$ cat src/rtl/regfile_mp_pkg.sv
// rtl/regfile_mp_pkg.sv - shared constants for the multi-port register file
package regfile_mp_pkg;

  localparam int ZERO_ADDR = 0;
  localparam int MAX_RD    = 4;
  localparam int MAX_WR    = 2;

  // Full-width range check; the compare never truncates the address.
  function automatic bit addr_in_range(input logic [31:0] addr, input int depth);
    return addr < 32'(depth);
  endfunction

endpackage

$ cat src/rtl/regfile_read_port.sv
// rtl/regfile_read_port.sv - one combinational read port with range check, zero forcing and byte bypass
module regfile_read_port
  import regfile_mp_pkg::*;
#(
  parameter int DATA_BITS = 32,
  parameter int ADDR_BITS = 5,
  parameter int DEPTH     = 1 << ADDR_BITS,
  parameter int NUM_WR    = 1,
  parameter int ZERO_REG  = 1,
  parameter int BYPASS    = 1
) (
  input  logic                            rst_n,
  input  logic [ADDR_BITS-1:0]            raddr,
  input  logic [DATA_BITS-1:0]            stored,
  input  logic [NUM_WR-1:0]               we,
  input  logic [NUM_WR*ADDR_BITS-1:0]     waddr,
  input  logic [NUM_WR*DATA_BITS-1:0]     wdata,
  input  logic [NUM_WR*(DATA_BITS/8)-1:0] wstrb,
  output logic [DATA_BITS-1:0]            rdata
);

  localparam int BYTES = DATA_BITS / 8;

  logic                 in_range;
  logic                 is_zero;
  logic [DATA_BITS-1:0] merged;

  assign in_range = addr_in_range(32'(raddr), DEPTH);
  assign is_zero  = (ZERO_REG != 0) && (raddr == ADDR_BITS'(ZERO_ADDR));

  // Later write ports overlay earlier ones, matching the array's write priority.
  always_comb begin
    merged = stored;
    if (BYPASS != 0 && rst_n) begin
      for (int k = 0; k < NUM_WR; k++) begin
        if (we[k] && waddr[k*ADDR_BITS +: ADDR_BITS] == raddr) begin
          for (int b = 0; b < BYTES; b++) begin
            if (wstrb[k*BYTES + b]) begin
              merged[b*8 +: 8] = wdata[k*DATA_BITS + b*8 +: 8];
            end
          end
        end
      end
    end
  end

  assign rdata = (!rst_n || !in_range || is_zero) ? '0 : merged;

endmodule

$ cat src/rtl/regfile_mp.sv
// rtl/regfile_mp.sv - parametrised multi-port register file with byte strobes, bypass and debug read
module regfile_mp
  import regfile_mp_pkg::*;
#(
  parameter int DATA_BITS = 32,
  parameter int ADDR_BITS = 5,
  parameter int DEPTH     = 1 << ADDR_BITS,
  parameter int NUM_RD    = 2,
  parameter int NUM_WR    = 1,
  parameter int ZERO_REG  = 1,
  parameter int BYPASS    = 1
) (
  input  logic                            clk,
  input  logic                            rst_n,
  input  logic [NUM_WR-1:0]               we,
  input  logic [NUM_WR*ADDR_BITS-1:0]     waddr,
  input  logic [NUM_WR*DATA_BITS-1:0]     wdata,
  input  logic [NUM_WR*(DATA_BITS/8)-1:0] wstrb,
  input  logic [NUM_RD*ADDR_BITS-1:0]     raddr,
  output logic [NUM_RD*DATA_BITS-1:0]     rdata,
  input  logic [ADDR_BITS-1:0]            dbg_addr,
  output logic [DATA_BITS-1:0]            dbg_data
);

  localparam int BYTES = DATA_BITS / 8;

  logic [DATA_BITS-1:0] regs [DEPTH];
  logic [NUM_WR-1:0]    wr_ok;

  for (genvar k = 0; k < NUM_WR; k++) begin : g_wr
    logic [ADDR_BITS-1:0] wa;
    assign wa       = waddr[k*ADDR_BITS +: ADDR_BITS];
    assign wr_ok[k] = we[k] && addr_in_range(32'(wa), DEPTH) &&
                      !((ZERO_REG != 0) && (wa == ADDR_BITS'(ZERO_ADDR)));
  end

  // Ports are visited in index order so the higher port's byte lands last.
  always_ff @(posedge clk or negedge rst_n) begin
    if (!rst_n) begin
      for (int i = 0; i < DEPTH; i++) begin
        regs[i] <= '0;
      end
    end else begin
      for (int k = 0; k < NUM_WR; k++) begin
        if (wr_ok[k]) begin
          for (int b = 0; b < BYTES; b++) begin
            if (wstrb[k*BYTES + b]) begin
              regs[waddr[k*ADDR_BITS +: ADDR_BITS]][b*8 +: 8] <= wdata[k*DATA_BITS + b*8 +: 8];
            end
          end
        end
      end
    end
  end

  for (genvar p = 0; p < NUM_RD; p++) begin : g_rd
    logic [ADDR_BITS-1:0] ra;
    logic [DATA_BITS-1:0] stored;
    assign ra     = raddr[p*ADDR_BITS +: ADDR_BITS];
    assign stored = addr_in_range(32'(ra), DEPTH) ? regs[ra] : '0;

    regfile_read_port #(
      .DATA_BITS (DATA_BITS),
      .ADDR_BITS (ADDR_BITS),
      .DEPTH     (DEPTH),
      .NUM_WR    (NUM_WR),
      .ZERO_REG  (ZERO_REG),
      .BYPASS    (BYPASS)
    ) u_rd (
      .rst_n  (rst_n),
      .raddr  (ra),
      .stored (stored),
      .we     (we),
      .waddr  (waddr),
      .wdata  (wdata),
      .wstrb  (wstrb),
      .rdata  (rdata[p*DATA_BITS +: DATA_BITS])
    );
  end

  assign dbg_data = addr_in_range(32'(dbg_addr), DEPTH) ? regs[dbg_addr] : '0;

endmodule

$ cat config.mk
export PLATFORM = sky130hd
export DESIGN_NAME = regfile_mp
export DESIGN_NICKNAME = d
export VERILOG_FILES = /design/src/rtl/regfile_mp_pkg.sv /design/src/rtl/regfile_read_port.sv /design/src/rtl/regfile_mp.sv
export SDC_FILE = /design/constraint.sdc
export NUM_CORES = 2
export LEC_CHECK = 0
export CORE_ASPECT_RATIO = 1.4
export CORE_MARGIN = 4
export CORE_UTILIZATION = 50
export DETAILED_ROUTE_END_ITERATION = 7
export PLACE_DENSITY = 0.8
export SYNTH_ARGS = -nofsm -noshare
export SYNTH_HDL_FRONTEND = slang
export SYNTH_SLANG_ARGS = --single-unit
$ cat constraint.sdc
create_clock -name clk -period 2.4 [get_ports clk]
set_clock_uncertainty 0.1 [all_clocks]
set_input_delay 0.24 -clock clk [delete_from_list [all_inputs] [get_ports clk]]
set_output_delay 0.24 -clock clk [all_outputs]
set_load 0.01 [all_outputs]
* Yosys cells after proc, flatten, opt, wreduce, memory -nomap -nowiden
Cells that the tools add are included.
** Operators by class
- Order comparisons :: 5
- Equal/unequal tests :: 2
- Multiplexer cells :: 42
- Bitwise logic cells :: 4
- Reductions and logical operators :: 11
** Operators by type and width (number)
- 1024-bit 2-to-1 mux :: 7
- 1024-bit bitwise mux :: 4
- 32-bit demux with 5-bit select :: 4
- 32-bit binary-select mux with 5-bit select :: 3
- 32-bit 2-to-1 mux :: 13
- 8-bit 2-to-1 mux :: 9
- 6-bit greater-or-equal comparator (second input constant) :: 4
- 24-bit 2-to-1 mux :: 1
- 5-bit NOT with 6-bit output :: 4
- 16-bit 2-to-1 mux :: 1
- 5-bit zero test :: 3
- 5-bit == test :: 2
- 6-bit by 1-bit < comparator with 1-bit output (second input constant) :: 1
- 1-bit logical AND :: 4
- 1-bit zero test :: 2
- 1-bit logical OR :: 2
** Word-level totals
- Bits in registers :: 1024
- Input bits :: 59
- Output and inout port bits :: 96
- Logic and storage cells :: 96

* Logic depth before layout (Yosys ltp)
- Depth in word-level cells :: 16
- Mapped depth :: 8
- Gate-level depth less buffers :: 5

* By module
A second synthesis with hierarchy kept.
** Second synthesis, totals
- Cell total of the unflattened synthesis :: 6052
- Area total of the unflattened synthesis :: 67687.4 um^2
** By module, submodules not included
- regfile_mp :: times used 1, cells each 5806, area each 66140.9 um^2, seq. area each 25624.6 um^2
- regfile_read_port :: times used 2, cells each 123, area each 773.2 um^2, seq. area each 0.0 um^2

* Worst setup path after synthesis
OpenSTA, ideal clock, no wires.
- Path type :: in2out
- Start point :: input raddr[5]
- End point :: output rdata[56]
- Arrival :: 2.081 ns
- Data required time :: 2.060 ns
- Path slack :: -0.021 ns
- Stages :: 6
- Buffers on the path :: 2
- Cell sequence :: buf_2 buf_1 mux4_2 a22oi_1 a21oi_1 a211o_1
** Between the ends
- Longest elaborated chain between the ends :: 8
- Elaborated cells on any way between the ends :: 12
- Classes of those cells :: 1 x eq/ne; 7 x mux; 1 x bitwise; 3 x reduce/logical
** RTL lines
- from (decl) :: RTL line regfile_mp.sv:19 : input logic [NUM_RD*ADDR_BITS-1:0] raddr,
- 5-bit NOT with 6-bit output (implied by the code) :: RTL line regfile_mp.sv:60 : assign stored = addr_in_range(32'(ra), DEPTH) ? regs[ra] : '0;
- 32-bit binary-select mux with 5-bit select :: RTL line regfile_mp.sv:60
- 32-bit 2-to-1 mux (implied by the code) (2 in a row) :: RTL line regfile_mp.sv:60
- 8-bit 2-to-1 mux :: RTL line regfile_read_port.sv:38 : if (wstrb[k*BYTES + b]) begin
- 32-bit 2-to-1 mux :: RTL line regfile_read_port.sv:36 : if (we[k] && waddr[k*ADDR_BITS +: ADDR_BITS] == raddr) begin
- 32-bit 2-to-1 mux :: RTL line regfile_read_port.sv:34 : if (BYPASS != 0 && rst_n) begin
- 32-bit 2-to-1 mux (*) :: RTL line regfile_read_port.sv:47 : assign rdata = (!rst_n || !in_range || is_zero) ? '0 : merged;
- to (decl) :: RTL line regfile_mp.sv:20 : output logic [NUM_RD*DATA_BITS-1:0] rdata,
Every way passes the cells marked *; elsewhere a longest branch is shown, timed or not. The select of a mux whose other input is x is not followed.

* Worst setup path after layout
- Start point :: register regs[401] (netlist bit)
- End point :: output dbg_data[17]
** Between the ends
- Longest elaborated chain between the ends :: 3
** RTL lines
- from (decl) :: RTL line regfile_mp.sv:27 : logic [DATA_BITS-1:0] regs [DEPTH];
- from (signal, indexed assignment) :: RTL line regfile_mp.sv:48 : regs[waddr[k*ADDR_BITS +: ADDR_BITS]][b*8 +: 8] <= wdata[k*DATA_BITS + b*8 +: 8];
- 32-bit binary-select mux with 5-bit select :: RTL line regfile_mp.sv:81 : assign dbg_data = addr_in_range(32'(dbg_addr), DEPTH) ? regs[dbg_addr] : '0;
- 32-bit 2-to-1 mux (implied by the code) (2 in a row) :: RTL line regfile_mp.sv:81
- to (decl) :: RTL line regfile_mp.sv:22 : output logic [DATA_BITS-1:0] dbg_data
No other way between the ends. The select of a mux whose other input is x is not followed.

==> metrics.yaml <==
outcome: "finished with violations"
violations: "setup timing"
io_pins: 155
drtPass1Iterations: 6
synth_top_family_by_area: "multiplexers"
final_common_cell: "dfrtp_1"
largest_reg_flops: 1024
drc: 0
cp_max_fo: 3
area_delta_synth_final_pct: 30.71
drt_iter0_drc: 5835
nFillCells: 8137
fin_crit_ps: 3074
netlist_area_sq_um: 63160
pre_cts_ws_ps: -1216
async_flop_share: 1.000
layout.nets: 5413
worstMarginPinSlew_ps: 1359
yosys.area.top_type: "dfrtp_1"
synth-simple-area-share: 0.01957
synth_fa_ha_area_frac: 0
numCtsBuffers: 104
yosysSeqAreaShare: 0.4057
power.density_nw_per_um2: 660.8
gp_congestion: 1.030
path_cells: "mux4_2 -> mux4_2 -> mux2_4 -> buf_6"
worst_slack_ps: -674.3
cts_root_buf: "clkbuf_16"
syn_nets: 4341
rsz0062_at_grt: "true"
ir_worst_vdd_uv: 785.3
finalSetupViolCount: 96
p_leak_nw: 36.38
synth-xor-area-share: 0.001387
final_cell_mix: "1023 x dfrtp_1, 992 x mux2_2, 936 x buf_4"
vias: 51400
dp_hpwl_um: 165600
instances_no_fill: 7078
path_class: "reg -> out"
synth.top_cell.area_share: 0.4057
power_mw: 54.56
grt_pass1_wl_um: 353400
p_int_mw: 38.42
synth_edf_count: 0
fmax_mhz: 325.3
cts.sinks: 1024
max_stage_delay_ps: 560
clk_pin_slew_worst_paths_ps: 70
wirelength_um: 243400
core_sq_um: 125600
worst_hold_slack_ps: 49.08
ys_ff_latch: 1024
gr-total-overflow: 0
chipHeight_um: 428.5
top_register: "regs"
synth-main-ff-cell: "dfrtp_1"
slew_headroom: 0.09376
syn_inst: 4282
htree_num_levels: 3
fp-row-count: 154
antenna_found_initial: 9
power_frac_comb: 0.282
drive_above_1_share: 0.6861
cp_slowest_cell: "mux4_2"
avgSynthCellArea_sq_um: 14.75
grt_max_degree: 191
critPathRequiredTime_ps: 2060
ys_types: 43
antenna_left: 0
sequentialPowerShare: 0.392
die_area_sq_um: 132100
clock_path_buffers: 3
hold_viol: 0
synthTopCellsByArea: "dfrtp_1 41%, mux4_2 25%, mux2_2 18%"
reg_top3: "regs (1024)"
fin_crit_sh: 1.281
critPathLaunchType: "flop"
cts_tree: "done"
start_util: 0.5027
clk_latency_ps: 740
switching_share: 0.2958
maxSlewViolCount: 0
dpl.cell_count: 6811
arrival_ps: 2730
critPathMostFrequentCell: "mux4_2"
wl_per_cell_um: 34.39
crit_path_end_kind: "primary output"
grt_util_all_layers: 0.3613
p_clk_frac: 0.326
min_path_type: "in -> async"
yosys_warnings: 0
synth_compound_area_frac: 0.07072
first_global_vias: 54420
io_buffers: 154
muxShareOfSynthArea: 0.4737
switchingPower_mw: 16.14
die_w_um: 308.4
vias_per_cell: 7.261
cap_violations: 0
==> path summary, 6_finish.rpt <==
kind                            from      endpoint  slack [ps]  cells past startpoint
hold reg to reg            regs[999]     regs[999]         320                      0
max in group asynchronous      rst_n     regs[317]         680                      4
hold / removal                 rst_n     regs[484]          50                      4
min in group clk           regs[999]     regs[999]         320                      0
setup reg to reg           regs[518]     regs[518]        1160                      4
setup / recovery           regs[401]  dbg_data[17]        -670                      4
==> power by group through the flow <==
stage	combinational [mW]	sequential (mW)	clock (mW)
2_1_floorplan	7.49	21.2	0
3_3_place_gp	13.3	21.2	0
3_5_place_dp	13.7	21.4	0
4_1_cts	14.6	21.1	17.8
5_1_grt	16.0	21.5	18.5
6_report	15.4	21.4	17.8
==> what timing repair did <==
| item | CTS | global route |
|---|---|---|
| hold endpoints to repair | 121 | 15 |
| setup endpoints to repair | 96 | 700 |
| pin swaps | 218 | 126 |
| hold buffers | 3 | 1 |
| buffers inserted | 72 | 24 |
| resized for setup | 807 | 177 |
==> cell usage after synthesis, drive strengths merged, types with 4 or more instances <==
master  instances
a221oi        120
clkbuf        271
mux2i         280
a21oi         128
nor4           10
nand2          47
buf           150
and2            4
inv             4
a22oi         198
o311ai         10
xnor2          10
o31ai           9
mux2         1024
nand3           4
o21bai         60
o221ai          4
dfrtp        1024
mux4          692
nor2          136
nor3            4
a211o          62
nor2b           9
==> stage by stage <==
step	utilization	instance area (sq um)	setup TNS, ps
3_3_place_gp	0.6050	76000	-602240
4_1_cts	0.6496	81610	-113880
2_1_floorplan	-	63160	0
5_1_grt	0.6571	82550	-51460
6_report	0.6571	82560	-48380
3_5_place_dp	0.6051	76020	-637880
==> worst max-delay path, delay by kind of cell (launching register included) <==
kind	cells	cell delay [ps]
buffers and inverters	1	150
muxes	3	1440
DFF	1	410
==> routing by layer <==
| metal | vias to the layer above | GRT usage | part of all wire |
|---|---|---|---|
| li1 | 19480 | - | - |
| met1 | 26300 | 0.4090 | 0.32 |
| met2 | 4139 | 0.5697 | 0.47 |
| met3 | 1468 | 0.1010 | 0.11 |
| met4 | 2 | 0.2988 | 0.11 |
| met5 | - | 0 | 0.000066 |
==> cell type report <==
class | count | area [sq um] | area share
sequential | 1024 | 25630 | 0.3104
clock inverter | 35 | 525.5 | 0.006365
antenna | 5 | 12.51 | 0.0001516
clock buffer | 152 | 3144 | 0.03809
inverter | 4 | 15.01 | 0.0001819
timing repair buffer | 1387 | 13300 | 0.1611
multi-input combinational | 2833 | 37890 | 0.4589
tap | 1638 | 2049 | 0.02482
==> logic make-up after synthesis <==
group	after synthesis
compound gates	604
buf+inv	425
flops	1024
simple gates	223
mux	1996
xor+xnor	10
Note: power is estimated with default switching activity, not from simulation.
